[config.mk]
export PLATFORM = sky130hd
export DESIGN_NAME = key_source_arbiter
export DESIGN_NICKNAME = d
export VERILOG_FILES = /design/src/rtl/key_arb_pkg.sv /design/src/rtl/key_source_arbiter_rr_pick.sv /design/src/rtl/key_source_arbiter.sv
export SDC_FILE = /design/constraint.sdc
export NUM_CORES = 1
export LEC_CHECK = 0
export ABC_CLOCK_PERIOD_IN_PS = 5400
export CAP_MARGIN = 20
export CORE_ASPECT_RATIO = 2
export CORE_UTILIZATION = 56
export CTS_BUF_LIST = sky130_fd_sc_hd__clkbuf_8 sky130_fd_sc_hd__clkbuf_16
export CTS_CLUSTER_SIZE = 40
export DETAILED_ROUTE_END_ITERATION = 12
export GPL_TIMING_DRIVEN = 0
export PLACE_DENSITY = 0.94
export SYNTH_ARGS = -nofsm -noshare
export SYNTH_HDL_FRONTEND = slang
export SYNTH_SLANG_ARGS = --single-unit
[constraint.sdc]
create_clock -name clk -period 5.4 [get_ports clk]
set_clock_uncertainty 0.05 [all_clocks]
set_input_delay 1.08 -clock clk [delete_from_list [all_inputs] [get_ports clk]]
set_output_delay 1.08 -clock clk [all_outputs]
set_load 0.02 [all_outputs]
[src/rtl/key_arb_pkg.sv]
// Shared types and helpers for the key_source_arbiter slice.
package key_arb_pkg;

    localparam int KEY_W_DFLT = 4;
    localparam int MAX_SRC    = 8;
    localparam int ID_W       = 3;

    typedef enum logic [1:0] {
        IDLE  = 2'd0,
        GRANT = 2'd1,
        GAP   = 2'd2
    } arb_state_e;

    // Next round-robin start after a player gives up the bus; wraps back to 1, never to 0.
    function automatic logic [ID_W-1:0] rr_after(input logic [ID_W-1:0] owner,
                                                 input logic [ID_W-1:0] last_idx);
        logic [ID_W-1:0] nxt;
        if (owner >= last_idx) begin
            nxt = 3'd1;
        end else begin
            nxt = owner + 3'd1;
        end
        return nxt;
    endfunction

endpackage

[src/rtl/key_source_arbiter_rr_pick.sv]
// Combinational picker: requester 0 wins outright, players 1..N_SRC-1 are searched from ptr with wrap.
module rr_pick
    import key_arb_pkg::*;
#(
    parameter int N_SRC = 3
) (
    input  logic [N_SRC-1:0] req,
    input  logic [ID_W-1:0]  ptr,
    output logic             valid,
    output logic [ID_W-1:0]  idx
);

    logic found_s;

    // Two passes over the players: ptr..top first, then 1..ptr-1, so the search wraps.
    always_comb begin
        valid   = |req;
        idx     = 3'd0;
        found_s = req[0];
        for (int k = 1; k < N_SRC; k++) begin
            idx     = (!found_s && (k >= int'(ptr)) && req[k]) ? ID_W'(k) : idx;
            found_s = found_s | ((k >= int'(ptr)) && req[k]);
        end
        for (int k = 1; k < N_SRC; k++) begin
            idx     = (!found_s && (k < int'(ptr)) && req[k]) ? ID_W'(k) : idx;
            found_s = found_s | ((k < int'(ptr)) && req[k]);
        end
    end

endmodule

[src/rtl/key_source_arbiter.sv]
// Shares one tone-generator input between the live keyboard (index 0, absolute priority) and
// round-robin song players, with a silent guard gap between owners. Define KEY_ARB_TIMEOUT_EN
// to bound a player's ownership to HOLD_MAX cycles while other players wait.
module key_source_arbiter
    import key_arb_pkg::*;
#(
    parameter int N_SRC    = 3,
    parameter int KEY_W    = KEY_W_DFLT,
    parameter int GAP_CYC  = 500000,
    parameter int HOLD_MAX = 500000000
) (
    input  logic                   clk,
    input  logic                   rst_n,
    input  logic [N_SRC-1:0]       req,
    input  logic [N_SRC*KEY_W-1:0] key_in,
    input  logic [N_SRC-1:0]       key_on_in,
    output logic [N_SRC-1:0]       grant,
    output logic [2:0]             owner_id,
    output logic                   busy,
    output logic [KEY_W-1:0]       key_out,
    output logic                   key_on_out
);

    localparam int              GAP_W    = $clog2(GAP_CYC + 1);
    localparam logic [GAP_W-1:0] GAP_LAST = GAP_W'(GAP_CYC - 1);
    localparam logic [GAP_W-1:0] GAP_ONE  = GAP_W'(1);
    localparam logic [ID_W-1:0]  LAST_IDX = ID_W'(N_SRC - 1);

    if (N_SRC < 2 || N_SRC > MAX_SRC || GAP_CYC < 1 || HOLD_MAX < 1) begin : g_bad_cfg
        $error("key_source_arbiter: unsupported parameter set");
    end

    arb_state_e         state_q, state_d;
    logic [N_SRC-1:0]   grant_q, grant_d;
    logic [ID_W-1:0]    owner_q, owner_d;
    logic               busy_q, busy_d;
    logic [KEY_W-1:0]   key_out_q, key_out_d;
    logic               key_on_q, key_on_d;
    logic [ID_W-1:0]    rr_ptr_q, rr_ptr_d;
    logic [GAP_W-1:0]   gap_cnt_q, gap_cnt_d;

    logic               pick_valid_s;
    logic [ID_W-1:0]    pick_idx_s;
    logic [N_SRC-1:0]   pick_oh_s;
    logic [KEY_W-1:0]   key_sel_s;
    logic               key_on_sel_s;
    logic               owner_req_s;
    logic               preempt_s;
    logic               timeout_s;
    logic               leave_s;

    rr_pick #(
        .N_SRC (N_SRC)
    ) u_rr_pick (
        .req   (req),
        .ptr   (rr_ptr_q),
        .valid (pick_valid_s),
        .idx   (pick_idx_s)
    );

    // Decode the pick to one-hot and mux the current owner's key lane.
    always_comb begin
        pick_oh_s    = '0;
        key_sel_s    = '0;
        key_on_sel_s = 1'b0;
        for (int i = 0; i < N_SRC; i++) begin
            pick_oh_s[i] = (pick_idx_s == ID_W'(i));
            key_sel_s    = (owner_q == ID_W'(i)) ? key_in[i*KEY_W +: KEY_W] : key_sel_s;
            key_on_sel_s = (owner_q == ID_W'(i)) ? key_on_in[i] : key_on_sel_s;
        end
    end

    // grant_q is one-hot on the owner while in GRANT, so it doubles as the owner's req mask.
    assign owner_req_s = |(req & grant_q);
    assign preempt_s   = (owner_q != 3'd0) && req[0];
    assign leave_s     = !owner_req_s || preempt_s || timeout_s;

`ifdef KEY_ARB_TIMEOUT_EN
    localparam int               HOLD_W   = $clog2(HOLD_MAX + 1);
    localparam logic [HOLD_W-1:0] HOLD_LIM = HOLD_W'(HOLD_MAX);
    localparam logic [HOLD_W-1:0] HOLD_ONE = HOLD_W'(1);

    logic [HOLD_W-1:0] hold_cnt_q, hold_cnt_d;
    logic              others_wait_s;

    assign others_wait_s = |(req[N_SRC-1:1] & ~grant_q[N_SRC-1:1]);
    assign timeout_s     = (owner_q != 3'd0) && (hold_cnt_q == HOLD_LIM) && others_wait_s;

    // Hold counter: cleared on each new ownership, saturates at the limit.
    always_comb begin
        hold_cnt_d = hold_cnt_q;
        if (state_d == GRANT && state_q != GRANT) begin
            hold_cnt_d = '0;
        end else if (state_q == GRANT && state_d == GRANT && owner_q != 3'd0 &&
                     hold_cnt_q != HOLD_LIM) begin
            hold_cnt_d = hold_cnt_q + HOLD_ONE;
        end else begin
            hold_cnt_d = hold_cnt_q;
        end
    end

    // Hold counter register.
    always_ff @(posedge clk or negedge rst_n) begin
        if (!rst_n) begin
            hold_cnt_q <= '0;
        end else begin
            hold_cnt_q <= hold_cnt_d;
        end
    end
`else
    assign timeout_s = 1'b0;
`endif

    // Arbiter FSM: arbitrate from IDLE or on the last gap cycle, serve the owner, then go silent.
    always_comb begin
        state_d   = state_q;
        grant_d   = grant_q;
        owner_d   = owner_q;
        busy_d    = busy_q;
        key_out_d = key_out_q;
        key_on_d  = key_on_q;
        rr_ptr_d  = rr_ptr_q;
        gap_cnt_d = gap_cnt_q;
        case (state_q)
            IDLE, GAP: begin
                if (state_q == GAP && gap_cnt_q != GAP_LAST) begin
                    gap_cnt_d = gap_cnt_q + GAP_ONE;
                end else if (pick_valid_s) begin
                    state_d  = GRANT;
                    grant_d  = pick_oh_s;
                    owner_d  = pick_idx_s;
                    busy_d   = 1'b1;
                    key_on_d = 1'b0;
                end else begin
                    state_d  = IDLE;
                    grant_d  = '0;
                    busy_d   = 1'b0;
                    key_on_d = 1'b0;
                end
            end
            GRANT: begin
                if (leave_s) begin
                    state_d   = GAP;
                    grant_d   = '0;
                    busy_d    = 1'b1;
                    key_on_d  = 1'b0;
                    gap_cnt_d = '0;
                    rr_ptr_d  = (owner_q == 3'd0) ? rr_ptr_q : rr_after(owner_q, LAST_IDX);
                end else begin
                    key_out_d = key_sel_s;
                    key_on_d  = key_on_sel_s;
                end
            end
            default: begin
                state_d  = IDLE;
                grant_d  = '0;
                busy_d   = 1'b0;
                key_on_d = 1'b0;
            end
        endcase
    end

    // State and output registers; reset silences the tone generator immediately.
    always_ff @(posedge clk or negedge rst_n) begin
        if (!rst_n) begin
            state_q   <= IDLE;
            grant_q   <= '0;
            owner_q   <= 3'd0;
            busy_q    <= 1'b0;
            key_out_q <= '0;
            key_on_q  <= 1'b0;
            rr_ptr_q  <= 3'd1;
            gap_cnt_q <= '0;
        end else begin
            state_q   <= state_d;
            grant_q   <= grant_d;
            owner_q   <= owner_d;
            busy_q    <= busy_d;
            key_out_q <= key_out_d;
            key_on_q  <= key_on_d;
            rr_ptr_q  <= rr_ptr_d;
            gap_cnt_q <= gap_cnt_d;
        end
    end

    assign grant      = grant_q;
    assign owner_id   = owner_q;
    assign busy       = busy_q;
    assign key_out    = key_out_q;
    assign key_on_out = key_on_q;

endmodule

==> impl_table.tex <==
\begin{tabular}{lr}
\hline
Metric & Value \\
\hline
\multicolumn{2}{l}{\textbf{Clock tree}} \\
Htree depth & 2 \\
CTS-repair resized insts & 0 \\
Number of post-CTS setup repair buffers & 0 \\
Number of CTS-inserted buffers & 5 \\
Buffer depth of the longest clock path & 2 \\
Sink count of the clock tree & 35 \\
Clock tree from TritonCTS & done \\
Clock latency at the later pin of the worst-skew pair & $\sim$0.29 ns \\
Clock Root Buffer & sky130\_fd\_sc\_hd\_\_clkbuf\_8 \\
Clock slew at reported path FFs & 0.06 ns \\
Number of hold buffers added after CTS & 0 \\
\multicolumn{2}{l}{\textbf{Run status}} \\
Status & finished, final reports clean \\
\multicolumn{2}{l}{\textbf{Critical path}} \\
Classification of the worst setup path & input pin to register \\
Largest fanout on the critical path & 10 \\
Chain of cells forming the critical path & clkdlybuf4s50\_1, a222oi\_1, nand2b\_1, nor2\_1, clkbuf\_1, o21ai\_0, nand2\_1 \\
Slowest Stage Delay on Critical Path & 0.53 ns \\
Crit. End Element & register \\
Worst setup slack for register-to-register paths & 3.31 ns \\
Endpoint arrival time on the critical path & approximately 2.9 ns \\
Endpoint of the lowest-slack register-to-register path & grant[0] \\
Buffer and inverter count on the worst path & 2 \\
Worst-path cell with the longest stage delay & sky130\_fd\_sc\_hd\_\_clkdlybuf4s50\_1 \\
Startpoint Class & input pin \\
Family with the most delay on the worst path & buffers and inverters \\
R2r worst-path depth & 7 \\
Worst Path Required & 5.56 ns \\
Critical R2R Launch & owner\_id[0] \\
\multicolumn{2}{l}{\textbf{Yosys}} \\
Number of flops mapped to enable cells by yosys & 0 \\
Library cell with the highest instance count after synthesis & sky130\_fd\_sc\_hd\_\_dfrtp\_1 \\
Leading cell types by count after synthesis & sky130\_fd\_sc\_hd\_\_dfrtp\_1, sky130\_fd\_sc\_hd\_\_nor2\_1, sky130\_fd\_sc\_hd\_\_nand2\_1 \\
Sequential area share after synthesis & between 40\% and 50\% \\
Total of warnings raised by yosys & 0 \\
Syn Area/Cell & 9.374 um\^{}2 \\
Post-synthesis cell type count & 44 \\
Synth area leaders & sky130\_fd\_sc\_hd\_\_dfrtp\_1, sky130\_fd\_sc\_hd\_\_nor2\_1, sky130\_fd\_sc\_hd\_\_o21ai\_0, sky130\_fd\_sc\_hd\_\_nand2\_1, sky130\_fd\_sc\_hd\_\_a21oi\_1 \\
Top FF cell, synth & sky130\_fd\_sc\_hd\_\_dfrtp\_1 \\
Seq cells post-synth & 35 \\
Yosys top cell area share & 47.03\% \\
Post-Syn Area & 0.001809 mm\^{}2 \\
Async set-or-reset flop fraction in the synthesized netlist & 100.0\% \\
Syn Inst Count & 193 \\
Total nets after synthesis & 214 \\
Most area-hungry cell type in the Yosys netlist & sky130\_fd\_sc\_hd\_\_dfrtp\_1 \\
\multicolumn{2}{l}{\textbf{Power}} \\
Power density of the placed cells & around 210 mW/mm\^{}2 \\
Cell leakage power & 0.9504 nW \\
Total power consumption of the routed design & approximately 0.00046 W \\
Largest vdd supply drop & 197.6 uV \\
\multicolumn{2}{l}{\textbf{Finish}} \\
Final nets & 250 \\
Diode insertion count for antenna repair & 0 \\
Proportion of layout cells with a drive suffix above 1 & between 8 and 9\% \\
Growth of design area from synthesis to finish & 22.34\% \\
\multicolumn{2}{l}{\textbf{Detailed routing}} \\
Sum of routed wire length over all layers & roughly 4 mm \\
WL/cell & 15.46 um \\
Count of vias placed by the detailed router & roughly 1600 \\
\# DRC & 0 \\
Violation count after the first detailed-route iteration & 63 \\
Detail Route Antenna Nets & 0 \\
First-pass detailed-route iteration total & 4 \\
Routed vias/inst & 6.046 \\
\multicolumn{2}{l}{\textbf{Floorplanning}} \\
Area inside the core boundary & 0.003013 mm\^{}2 \\
Boundary Pins & 32 \\
Number of rows in the core area & 28 \\
Starting Density & 60.05\% \\
Total die area & 0.003476 mm\^{}2 \\
Die Y-Extent & approximately 82 um \\
Horizontal die dimension & 42.19 um \\
\multicolumn{2}{l}{\textbf{Global routing}} \\
Largest net degree at the start of global routing & 36 \\
Total congestion overflow & 0 \\
Total track usage & 26.48\% \\
Initial antenna violation count & 0 \\
First-pass GRT wire length & 6.803 mm \\
Via count of the first global-routing pass & 1545 \\
\multicolumn{2}{l}{\textbf{Timing}} \\
Setup violators final & 0 \\
Post-route fraction of the period consumed by the critical path & 50.84\% \\
Rel. slew slack & 48.11\% \\
Final sum of negative setup slack & 0 ns \\
Worst setup margin & 2.654 ns \\
Final worst path period need & 2.746 ns \\
Transition at the pin with the smallest max-transition slack & 0.7783 ns \\
Number of max-slew violations in the final report & 0 \\
Final hold violation count & 0 \\
Top achievable clock speed & 364.2 MHz \\
Unrepaired setup endpoints after global routing & no \\
\multicolumn{2}{l}{\textbf{Min path}} \\
Startpoint of the most critical hold path & rr\_ptr\_q[2] \\
Class of the tightest hold or removal check & register to register \\
Min-Delay Path Depth & 1 \\
Hold-critical path endpoint & rr\_ptr\_q[2] \\
\multicolumn{2}{l}{\textbf{Place}} \\
Number of port buffers & 29 \\
Final estimated routing congestion in global placement & 0.8214 \\
Placed wire-length estimate after detailed placement & 2.865 mm \\
Setup WS pre-CTS & between 2 and 2.5 ns \\
\multicolumn{2}{l}{\textbf{Run}} \\
Max Cap Viol & 0 \\
\hline
\end{tabular}
[cell usage in the layout (no fill, tap or decap), types with 3 or more instances in the layout]
cell,Yosys,final
sky130_fd_sc_hd__dfrtp_1,34,34
sky130_fd_sc_hd__clkdlybuf4s50_1,0,28
sky130_fd_sc_hd__nand2_1,19,19
sky130_fd_sc_hd__clkbuf_8,0,5
sky130_fd_sc_hd__nand3_1,7,7
sky130_fd_sc_hd__inv_1,5,7
sky130_fd_sc_hd__nor2_1,25,25
sky130_fd_sc_hd__o21ai_0,16,16
sky130_fd_sc_hd__xnor2_1,7,7
sky130_fd_sc_hd__a21oi_1,14,14
sky130_fd_sc_hd__mux2i_1,6,6
sky130_fd_sc_hd__or3_1,6,6
sky130_fd_sc_hd__clkbuf_1,6,6
sky130_fd_sc_hd__a31oi_1,3,3
sky130_fd_sc_hd__nand4_1,4,4
sky130_fd_sc_hd__nor4_1,3,3
[worst register-to-register path, stage by stage, from the launching register on]
cell and delay [ns]:
sky130_fd_sc_hd__dfrtp_1 0.37, sky130_fd_sc_hd__clkbuf_1 0.22, sky130_fd_sc_hd__o21ai_0 0.26, sky130_fd_sc_hd__nand2b_1 0.14
sky130_fd_sc_hd__nor2_1 0.26, sky130_fd_sc_hd__clkbuf_1 0.39, sky130_fd_sc_hd__o21ai_0 0.23, sky130_fd_sc_hd__nand2_1 0.11
[through the flow]
stage / hold slack (ns) / cells / util (%) / area [um^2]
after floorplan: 0.4089 / 193 / - / 1809
after global placement: 0.4294 / 252 / 70.93 / 2137
after detailed placement: 0.4445 / 252 / 70.76 / 2132
after CTS: 0.4598 / 260 / 73.46 / 2213
after global routing: 0.4765 / 260 / 73.46 / 2213
final: 0.4669 / 260 / 73.46 / 2213
[how the worst max path moves through the flow]
stage                start  cells past startpoint  slack [ns]       endpoint
global placement    req[1]                      7        2.43  gap_cnt_q[17]
global route        req[1]                      7        2.57       grant[0]
floorplan           req[0]                      7        2.96  gap_cnt_q[11]
detailed placement  req[1]                      7        2.38   gap_cnt_q[7]
CTS                 req[1]                      7        2.68   gap_cnt_q[7]
finish              req[1]                      7        2.65       grant[0]
[logic make-up after synthesis]
family | Yosys count | synth area share [%]
compound gates | 43 | 13.97
other cells | 1 | 0.2073
mux | 8 | 4.564
buf+inv | 14 | 3.596
flops | 35 | 48.48
fa+ha+maj | 1 | 0.6915
xor+xnor | 7 | 3.389
simple gates | 84 | 25.10
[sequential cells by signal, indices dropped and copies added (netlist names)]
signal      cells
key_out         4
grant           3
owner_id        2
gap_cnt_q      19
state_q         2
busy            1
rr_ptr_q        3
key_on_out      1
[metal layers]
| layer | track usage, % | up-vias | wire, um |
|---|---|---|---|
| li1 | - | 748 | - |
| met1 | 27.27 | 757 | 1426 |
| met2 | 48.15 | 52 | 2305 |
| met3 | 5.217 | 15 | 129 |
| met4 | 16.25 | 0 | 159 |
| met5 | 0 | - | 0 |
[final cells by class]
cell class | instances | area, um^2
Clock inverter | 3 | 12.51
Fill cell | 219 | 799.5
Multi-Input combinational cell | 144 | 867.1
Inverter | 5 | 18.77
Sequential cell | 35 | 877.1
Clock buffer | 5 | 68.82
Buffer | 9 | 46.29
Timing Repair Buffer | 29 | 285.3
Tap cell | 30 | 37.54
[power breakdown]
part | total, W | internal [W] | switching, W
clock | 0.000176 | 0.0000866 | 0.0000895
combinational | 0.0000260 | 0.0000141 | 0.0000118
sequential | 0.000263 | 0.000262 | 0.000000191
(Power assumes the default switching activity.)
